**config.mk**
```make
export PLATFORM = sky130hd
export DESIGN_NAME = uart_rx_frame_ctrl
export DESIGN_NICKNAME = d
export VERILOG_FILES = /design/src/rtl/uart_pkg.sv /design/src/rtl/uart_tick_gen.sv /design/src/rtl/uart_rx_frame_ctrl.sv
export SDC_FILE = /design/constraint.sdc
export NUM_CORES = 1
export LEC_CHECK = 0
export CAP_MARGIN = 20
export CORE_ASPECT_RATIO = 0.6
export CORE_MARGIN = 2
export CORE_UTILIZATION = 28
export DETAILED_ROUTE_END_ITERATION = 10
export PLACE_DENSITY_LB_ADDON = 0.2
export SLEW_MARGIN = 20
export SYNTH_ARGS = -nofsm -noshare
export SYNTH_HDL_FRONTEND = slang
export SYNTH_SLANG_ARGS = --single-unit
```
**constraint.sdc**
```tcl
create_clock -name clk_in -period 11.8 [get_ports clk_in]
set_input_delay 2.36 -clock clk_in [delete_from_list [all_inputs] [get_ports clk_in]]
set_output_delay 2.36 -clock clk_in [all_outputs]
set_load 0.01 [all_outputs]
```
**src/rtl/uart_pkg.sv**
```systemverilog
// Shared types and constants for the UART receive framing controller.
package uart_pkg;

  localparam int OVERSAMPLE = 16;

  localparam logic [7:0] SYNC0_DEFAULT = 8'hAA;
  localparam logic [7:0] SYNC1_DEFAULT = 8'h55;

  typedef enum logic [2:0] {
    ST_HUNT0,
    ST_HUNT1,
    ST_LEN,
    ST_PAYLOAD,
    ST_CSUM
  } state_e;

  typedef enum logic [2:0] {
    ERR_OK      = 3'd0,
    ERR_LEN     = 3'd1,
    ERR_CSUM    = 3'd2,
    ERR_TIMEOUT = 3'd3,
    ERR_OVERRUN = 3'd4
  } err_e;

endpackage

```
**src/rtl/uart_tick_gen.sv**
```systemverilog
// Free-running sample tick divider; a new divisor only takes effect at the
// start of a period, so a period in progress always completes unchanged.
module uart_tick_gen #(
  parameter int DIV_W = 16
) (
  input  logic             clk_in,
  input  logic             rst_n_in,
  input  logic [DIV_W-1:0] divisor_in,
  output logic             tick_out
);

  logic [DIV_W-1:0] cnt_q, cnt_d;
  logic [DIV_W-1:0] div_q, div_d;
  logic [DIV_W-1:0] period;
  logic             tick_q, tick_d;

  // Count 0 marks the first cycle of a period, where the divisor is captured.
  always_comb begin
    period = (cnt_q == '0) ? divisor_in : div_q;
    div_d  = period;
    tick_d = (period <= DIV_W'(1)) || (cnt_q == period - DIV_W'(1));
    cnt_d  = tick_d ? '0 : cnt_q + DIV_W'(1);
  end

  always_ff @(posedge clk_in or negedge rst_n_in) begin
    if (!rst_n_in) begin
      cnt_q  <= '0;
      div_q  <= '0;
      tick_q <= 1'b0;
    end else begin
      cnt_q  <= cnt_d;
      div_q  <= div_d;
      tick_q <= tick_d;
    end
  end

  assign tick_out = tick_q;

endmodule

```
**src/rtl/uart_rx_frame_ctrl.sv**
```systemverilog
// Receive-path sequencer: paces the byte receiver, parses sync/len/payload/xor
// frames, forwards payload over valid/ready and reports per-frame status.
module uart_rx_frame_ctrl
  import uart_pkg::*;
#(
  parameter int         DIV_W         = 16,
  parameter int         MAX_LEN       = 64,
  parameter logic [7:0] SYNC0         = SYNC0_DEFAULT,
  parameter logic [7:0] SYNC1         = SYNC1_DEFAULT,
  parameter int         TIMEOUT_BYTES = 32
) (
  input  logic             clk_in,
  input  logic             rst_n_in,
  input  logic [DIV_W-1:0] divisor_in,
  output logic             sample_tick_out,
  input  logic             byte_valid_in,
  input  logic [7:0]       byte_in,
  output logic [7:0]       pkt_data_out,
  output logic             pkt_valid_out,
  output logic             pkt_last_out,
  input  logic             pkt_ready_in,
  output logic             frame_done_out,
  output logic [2:0]       frame_err_out,
  output logic             busy_out
);

  localparam int             TO_LIMIT  = OVERSAMPLE * TIMEOUT_BYTES;
  localparam int             TO_W      = $clog2(TO_LIMIT) + 1;
  localparam logic [TO_W-1:0] TO_LAST  = TO_W'(TO_LIMIT - 1);
  localparam logic [7:0]     MAX_LEN_B = 8'(MAX_LEN);

  state_e          state_q, state_d;
  err_e            err_q, err_d;
  logic [7:0]      csum_q, csum_d;
  logic [7:0]      remaining_q, remaining_d;
  logic [7:0]      data_q, data_d;
  logic            valid_q, valid_d;
  logic            last_q, last_d;
  logic            done_q, done_d;
  logic [TO_W-1:0] to_cnt_q, to_cnt_d;
  logic            tick;

  uart_tick_gen #(.DIV_W(DIV_W)) u_tick_gen (
    .clk_in    (clk_in),
    .rst_n_in  (rst_n_in),
    .divisor_in(divisor_in),
    .tick_out  (tick)
  );

  always_comb begin
    state_d     = state_q;
    err_d       = ERR_OK;
    done_d      = 1'b0;
    csum_d      = csum_q;
    remaining_d = remaining_q;
    data_d      = data_q;
    valid_d     = valid_q;
    last_d      = last_q;
    to_cnt_d    = to_cnt_q;

    if (valid_q && pkt_ready_in) begin
      valid_d = 1'b0;
      last_d  = 1'b0;
    end

    if (state_q == ST_HUNT0 || byte_valid_in) begin
      to_cnt_d = '0;
    end else if (tick) begin
      to_cnt_d = to_cnt_q + TO_W'(1);
    end

    // A byte always takes priority over a timeout landing on the same tick.
    if (byte_valid_in) begin
      case (state_q)
        ST_HUNT0: if (byte_in == SYNC0) state_d = ST_HUNT1;
        ST_HUNT1: begin
          if (byte_in == SYNC1) state_d = ST_LEN;
          else if (byte_in != SYNC0) state_d = ST_HUNT0;
        end
        ST_LEN: begin
          if (byte_in == 8'd0 || byte_in > MAX_LEN_B) begin
            done_d  = 1'b1;
            err_d   = ERR_LEN;
            state_d = ST_HUNT0;
          end else begin
            csum_d      = byte_in;
            remaining_d = byte_in;
            state_d     = ST_PAYLOAD;
          end
        end
        ST_PAYLOAD: begin
          if (valid_q && !pkt_ready_in) begin
            done_d  = 1'b1;
            err_d   = ERR_OVERRUN;
            state_d = ST_HUNT0;
          end else begin
            data_d      = byte_in;
            valid_d     = 1'b1;
            last_d      = (remaining_q == 8'd1);
            csum_d      = csum_q ^ byte_in;
            remaining_d = remaining_q - 8'd1;
            if (remaining_q == 8'd1) state_d = ST_CSUM;
          end
        end
        ST_CSUM: begin
          done_d  = 1'b1;
          err_d   = (byte_in == csum_q) ? ERR_OK : ERR_CSUM;
          state_d = ST_HUNT0;
        end
        default: state_d = ST_HUNT0;
      endcase
    end else if (state_q != ST_HUNT0 && tick && to_cnt_q == TO_LAST) begin
      done_d  = 1'b1;
      err_d   = ERR_TIMEOUT;
      state_d = ST_HUNT0;
    end
  end

  always_ff @(posedge clk_in or negedge rst_n_in) begin
    if (!rst_n_in) begin
      state_q     <= ST_HUNT0;
      err_q       <= ERR_OK;
      done_q      <= 1'b0;
      csum_q      <= '0;
      remaining_q <= '0;
      data_q      <= '0;
      valid_q     <= 1'b0;
      last_q      <= 1'b0;
      to_cnt_q    <= '0;
    end else begin
      state_q     <= state_d;
      err_q       <= err_d;
      done_q      <= done_d;
      csum_q      <= csum_d;
      remaining_q <= remaining_d;
      data_q      <= data_d;
      valid_q     <= valid_d;
      last_q      <= last_d;
      to_cnt_q    <= to_cnt_d;
    end
  end

  assign sample_tick_out = tick;
  assign pkt_data_out    = data_q;
  assign pkt_valid_out   = valid_q;
  assign pkt_last_out    = last_q;
  assign frame_done_out  = done_q;
  assign frame_err_out   = err_q;
  assign busy_out        = (state_q != ST_HUNT0);

endmodule

```
Word-level counts from Yosys, hierarchy flattened
Index checks and enable logic that the tools add are counted.

storage, ports and cells
  register bits after elaboration = 76
  bits of input ports = 28
  output and inout port bits = 16
  logic and storage cells = 91

operators by class
  add/subtract/negate cells = 4
  magnitude comparators = 2
  eq/ne operators = 16
  muxes and demuxes = 37
  bitwise gates (word level) = 2
  reduce and logical (&&, ||, !) cells = 18

operator list
  cell                   count
  $mux 16                2
  $pmux 8 s2             2
  $mux 3                 9
  $mux 8                 3
  $mux 10                2
  $add 16x1->16 const B  1
  $eq 16x16->1           1
  $le 16x1->1 const B    1
  $logic_not 16->1       1
  $sub 16x1->16 const B  1
  $mux 1                 13
  $pmux 3 s4             1
  $add 10x1->10 const B  1
  $eq 10x9->1 const B    1
  $pmux 3 s3             1
  $eq 8x1->1 const B     1
  $eq 8x7->1 const B     1
  $eq 8x8->1             1
  $eq 8x8->1 const B     1
  $gt 8x7->1 const B     1
  $logic_not 8->1        1
  $ne 4x4->1 const B     2
  $ne 8x8->1 const B     1
  $reduce_and 4->1       2
  17 further kinds       28

Longest topological paths before layout
  depth in word-level cells = 6
  depth in mapped cells = 18
  depth with buffers taken out = 13

Modules after synthesis
Synthesis repeated with hierarchy kept, for this count alone.

unflattened totals
  cells, all modules = 516
  area, all modules = 4744.6 sq um

modules (own cells, without submodules)
  module              times used  cells an instance  area an instance (sq um)
  uart_tick_gen       1           257                2404.8
  uart_rx_frame_ctrl  1           259                2339.7

Worst setup path after synthesis
OpenSTA, ideal clock, no wires.

  path kind = input to register
  start = in divisor_in[8]
  end = reg u_tick_gen.cnt_q[5]
  setup time = 0.121 ns
  arrival = 4.582 ns
  data required time = 11.679 ns
  slack = 7.097 ns
  stages on the path = 7
  path through = nor4_1 nand4_1 mux2_2 o311ai_0 o22ai_1 nor4_4 and4b_1

between the ends
  cells in the longest elaborated chain, start to end = 5
  elaborated cells between the ends (all ways) = 6
  classes of those cells = 1 x add/sub; 1 x order compare; 1 x eq/ne; 2 x mux; 1 x reduce/logical

ends and longest elaborated chain
  what                           line                      source
  start, declared                uart_rx_frame_ctrl.sv:14  input logic [DIV_W-1:0] divisor_in,
  $mux 16 (*)                    uart_tick_gen.sv:19       period = (cnt_q == '0) ? divisor_in : div_q;
  $sub 16x1->16                  uart_tick_gen.sv:21       tick_d = (period <= DIV_W'(1)) || (cnt_q == period - DIV_W'(1));
  $eq 16x16->1                   uart_tick_gen.sv:21
  $logic_or 1x1->1 (*)           uart_tick_gen.sv:21
  $mux 16 (*)                    uart_tick_gen.sv:22       cnt_d = tick_d ? '0 : cnt_q + DIV_W'(1);
  named net u_tick_gen.cnt_d[5]  uart_tick_gen.sv:12       logic [DIV_W-1:0] cnt_q, cnt_d;
  end signal, assigned           uart_tick_gen.sv:31       cnt_q <= cnt_d;
  end, declared                  uart_tick_gen.sv:12

Mark *: on every way through the listed nets, which the timed path passes. The rest lies on a longest branch.
A chain may end at the register's enable or synchronous reset.

Worst setup path in the final report
  start = in divisor_in[2]
  end = reg u_tick_gen.cnt_q[5]

Same word-level chain as after synthesis.

==> impl_metrics.tcl <==
set metrics [dict create \
    crit_fanout 17 \
    drc 0 \
    start_util_pct 28.3 \
    min_period_ns 5.76 \
    swShare_pct 36.8 \
    tns_ns 0 \
    postCtsSetupRepairBufs 0 \
    cts_root_buf "clkbuf_16" \
    rsz0062_at_grt "false" \
    dpl.hpwl_mm 9.62 \
    netlist_instances 549 \
    p_leak_uw 0.00237 \
    finalHoldViolations 0 \
    max_freq_mhz 174 \
    synthFlopType "dfrtp_1" \
    io_buffers 43 \
    pwr-share-comb_pct 35.3 \
    diodes 0 \
    cts.repair.resized 0 \
    ys_warn_count 0 \
    p_int_uw 697 \
    slew_viol_final 0 \
    cp-start-kind "primary input" \
    synth_cell_types 60 \
    crit-reg2reg-launch "u_tick_gen.cnt_q[0]" \
    worstMarginPinSlew_ns 0.996 \
    numCtsBuffers 9 \
    setup_viol 0 \
    synth-edff-count 0 \
    cts_hold_buffers 0 \
    holdPathEnd "remaining_q[7]" \
    cts_buffer_depth 2 \
    clockPowerShare_pct 29.2 \
    cts_tree "built" \
    cts.sinks 76 \
    min_path_type "reg -> reg" \
    die_x_um 173 \
    critPathKind "in -> reg" \
    ys_seq_elements 76 \
    place_congestion 0.873 \
    r2r_end "u_tick_gen.cnt_q[5]" \
    clk_pin_slew_ns 0.06 \
    coreArea_sq_um 17000 \
    grt_max_degree 77 \
    rrSetupSlack_ns 6.97 \
    initialDrtViolationCount 286 \
    first_global_vias 3828 \
    min_from "remaining_q[7]" \
    dr.pass1.iters 5 \
    rows 37 \
    placed_area_sq_um 5430 \
    n_fill_cell 1789 \
    maxCapViolations 0 \
    dieHeight_um 106 \
    ant_nets 0 \
    switchingPower_uw 407 \
    area_growth_pct 19.9 \
    min_period_over_period_pct 48.8 \
    critical_path_required_ns 12.03 \
    power_density_nw_per_um2 191 \
    antenna_found_initial 0 \
    syn_avg_cell_area_sq_um 8.77 \
    die-area_sq_um 18300 \
    vias 4116 \
    crit_arrival_ns 5.99 \
    drive_gt1_share_pct 8.28 \
    hold_depth 1 \
    fin_area_sq_um 5770 \
    grt_pass1_wl_mm 21.2 \
    wl_per_cell_um 16.3 \
    worst_slack_ns 6.04 \
    drt-vias-per-instance 5.06 \
    crit_path_end_kind "flip-flop" \
    finalWirelength_mm 13.3 \
    vdd_drop_max_v 0.0000749 \
    nNetsFinal 611 \
    syn_nets 584 \
    dp_worst_setup_slack_ns 5.76 \
    status "complete, no violations" \
    grt_usage_pct 14.9 \
    overflow 0 \
    r2r_cells 12 \
    p_seq_share_pct 35.5 \
    io_pins 44 \
    synth_area_sq_um 4820 \
    clock_latency_ns 0.34 \
    htree_levels 3 \
    relSlewSlack_pct 33.1 \
    yosysSeqAreaShare_pct 39.5 \
    fin_skew_ns 0.00638 \
    synth-async-reset-ratio_pct 100 \
]
## cell type report
cell class	instances	area (sq um)	area share (%)
Multi-Input combinational cell	416	2670	46.3
Sequential cell	76	1900	32.9
Timing Repair Buffer	49	477	8.26
Tap cell	234	293	5.07
Clock buffer	10	239	4.14
Clock inverter	5	100	1.73
Inverter	24	90.1	1.56
## stage by stage
step / total power [uW] / utilization [%] / hold slack [ns] / std cells
2_1_floorplan: 662 / - / 0.442 / 549
3_3_place_gp: 777 / 31.9 / 0.462 / 799
3_5_place_dp: 779 / 32.0 / 0.481 / 799
4_1_cts: 1110 / 34.0 / 0.487 / 814
5_1_grt: 1170 / 34.0 / 0.511 / 814
6_report: 1100 / 34.0 / 0.481 / 814
## power by group through the flow
stage	Clock [uW]	Sequential, uW	Combinational, uW
finish	322	392	389
global route	342	403	425
CTS	333	391	386
detailed placement	0	395	384
global placement	0	394	383
floorplan	0	361	302
## cells in the mapped netlist, drive strengths merged, types with 2 or more instances
library cell | number | share of area [%]
a2111oi | 2 | 0.49
a211oi | 5 | 0.78
a21oi | 35 | 3.6
a22oi | 4 | 0.62
a31o | 3 | 0.55
a41oi | 2 | 0.36
and2 | 3 | 0.39
and3 | 8 | 1.0
buf | 8 | 1.3
clkbuf | 25 | 1.9
dfrtp | 76 | 39
ha | 7 | 1.8
inv | 24 | 1.9
mux2 | 16 | 3.8
mux2i | 13 | 2.7
nand2 | 58 | 4.5
nand2b | 7 | 0.91
nand3 | 20 | 2.1
nand3b | 4 | 0.62
nand4 | 13 | 1.7
nand4b | 3 | 0.55
nor2 | 56 | 4.4
nor2b | 3 | 0.39
nor3 | 17 | 1.8
nor3b | 5 | 0.78
nor4 | 12 | 2.2
o2111ai | 3 | 0.55
o21ai | 29 | 3.0
o311ai | 2 | 0.36
o41a | 2 | 0.47
o41ai | 3 | 0.55
or2 | 3 | 0.39
or3 | 4 | 0.52
or4 | 3 | 0.47
xnor2 | 33 | 6.0
xor2 | 21 | 3.8
## critical path, cell delays in order
cell and delay [ns]:
clkdlybuf4s50_1 0.47, nor3_1 0.84, nand3b_1 0.23, mux2i_1 0.28, or3b_1 0.39, a211oi_1 0.27, o311ai_1 0.19, nor4_4 0.68
and4b_1 0.28
## cells in the final DEF, fill, tap and decap left out, types with 4 or more instances in the layout
cell type / count
or3_1: 4
nor3_1: 17
ha_1: 7
inv_1: 24
nand4_1: 13
nor3b_1: 5
a21oi_1: 35
buf_4: 6
nand3_1: 20
a211oi_1: 5
mux2_2: 15
xor2_1: 21
o21ai_0: 29
xnor2_1: 33
nand2_1: 58
a22oi_1: 4
clkdlybuf4s50_1: 42
dfrtp_1: 76
nand3b_1: 4
nor4_1: 9
mux2i_1: 13
nand2b_1: 7
and3_1: 8
nor2_1: 56
clkbuf_16: 9
## kinds of logic (layout without fill, tap and decap cells)
kind of cell / Yosys count / after routing / synth area share [%]
DFF: 76 / 76 / 39.5
AOI/OAI and AO/OA: 103 / 103 / 13.7
and+or+nand+nor: 223 / 223 / 23.5
xor gates and xnor gates: 54 / 54 / 9.82
muxes: 29 / 29 / 6.52
adders and majority gates: 7 / 7 / 1.82
buffers and inverters: 57 / 88 / 5.14
## how the worst max path moves through the flow
| stage | start | to | slack, ns | depth (start not counted) |
|---|---|---|---|---|
| 4_1_cts | divisor_in[2] | u_tick_gen.cnt_q[5] | 6.10 | 9 |
| 6_report | divisor_in[2] | u_tick_gen.cnt_q[5] | 6.04 | 9 |
| 2_1_floorplan | divisor_in[8] | u_tick_gen.cnt_q[5] | 7.10 | 7 |
| 3_5_place_dp | divisor_in[2] | u_tick_gen.cnt_q[5] | 5.76 | 9 |
| 5_1_grt | divisor_in[2] | u_tick_gen.cnt_q[5] | 5.76 | 9 |
| 3_3_place_gp | divisor_in[8] | u_tick_gen.cnt_q[5] | 5.77 | 8 |
## state kept, by name, summed over array words and instances, names as in the netlist
signal	count
csum_q	8
frame_done_out	1
frame_err_out	3
pkt_data_out	8
pkt_last_out	1
pkt_valid_out	1
remaining_q	8
state_q	3
to_cnt_q	10
u_tick_gen.cnt_q	16
u_tick_gen.div_q	16
u_tick_gen.tick_out	1
## per-layer routing
| layer | share of wire, % | vias to the layer above | GRT usage (%) | wire [um] |
|---|---|---|---|---|
| met5 | 0 | - | 0 | 0 |
| met4 | 0.90 | 0 | 3.87 | 120 |
| met3 | 7.1 | 8 | 4.26 | 946 |
| met2 | 38 | 127 | 19.0 | 5100 |
| met1 | 54 | 2006 | 23.6 | 7110 |
| li1 | - | 1975 | - | - |
No activity file was read; power rests on OpenSTA's default activity.
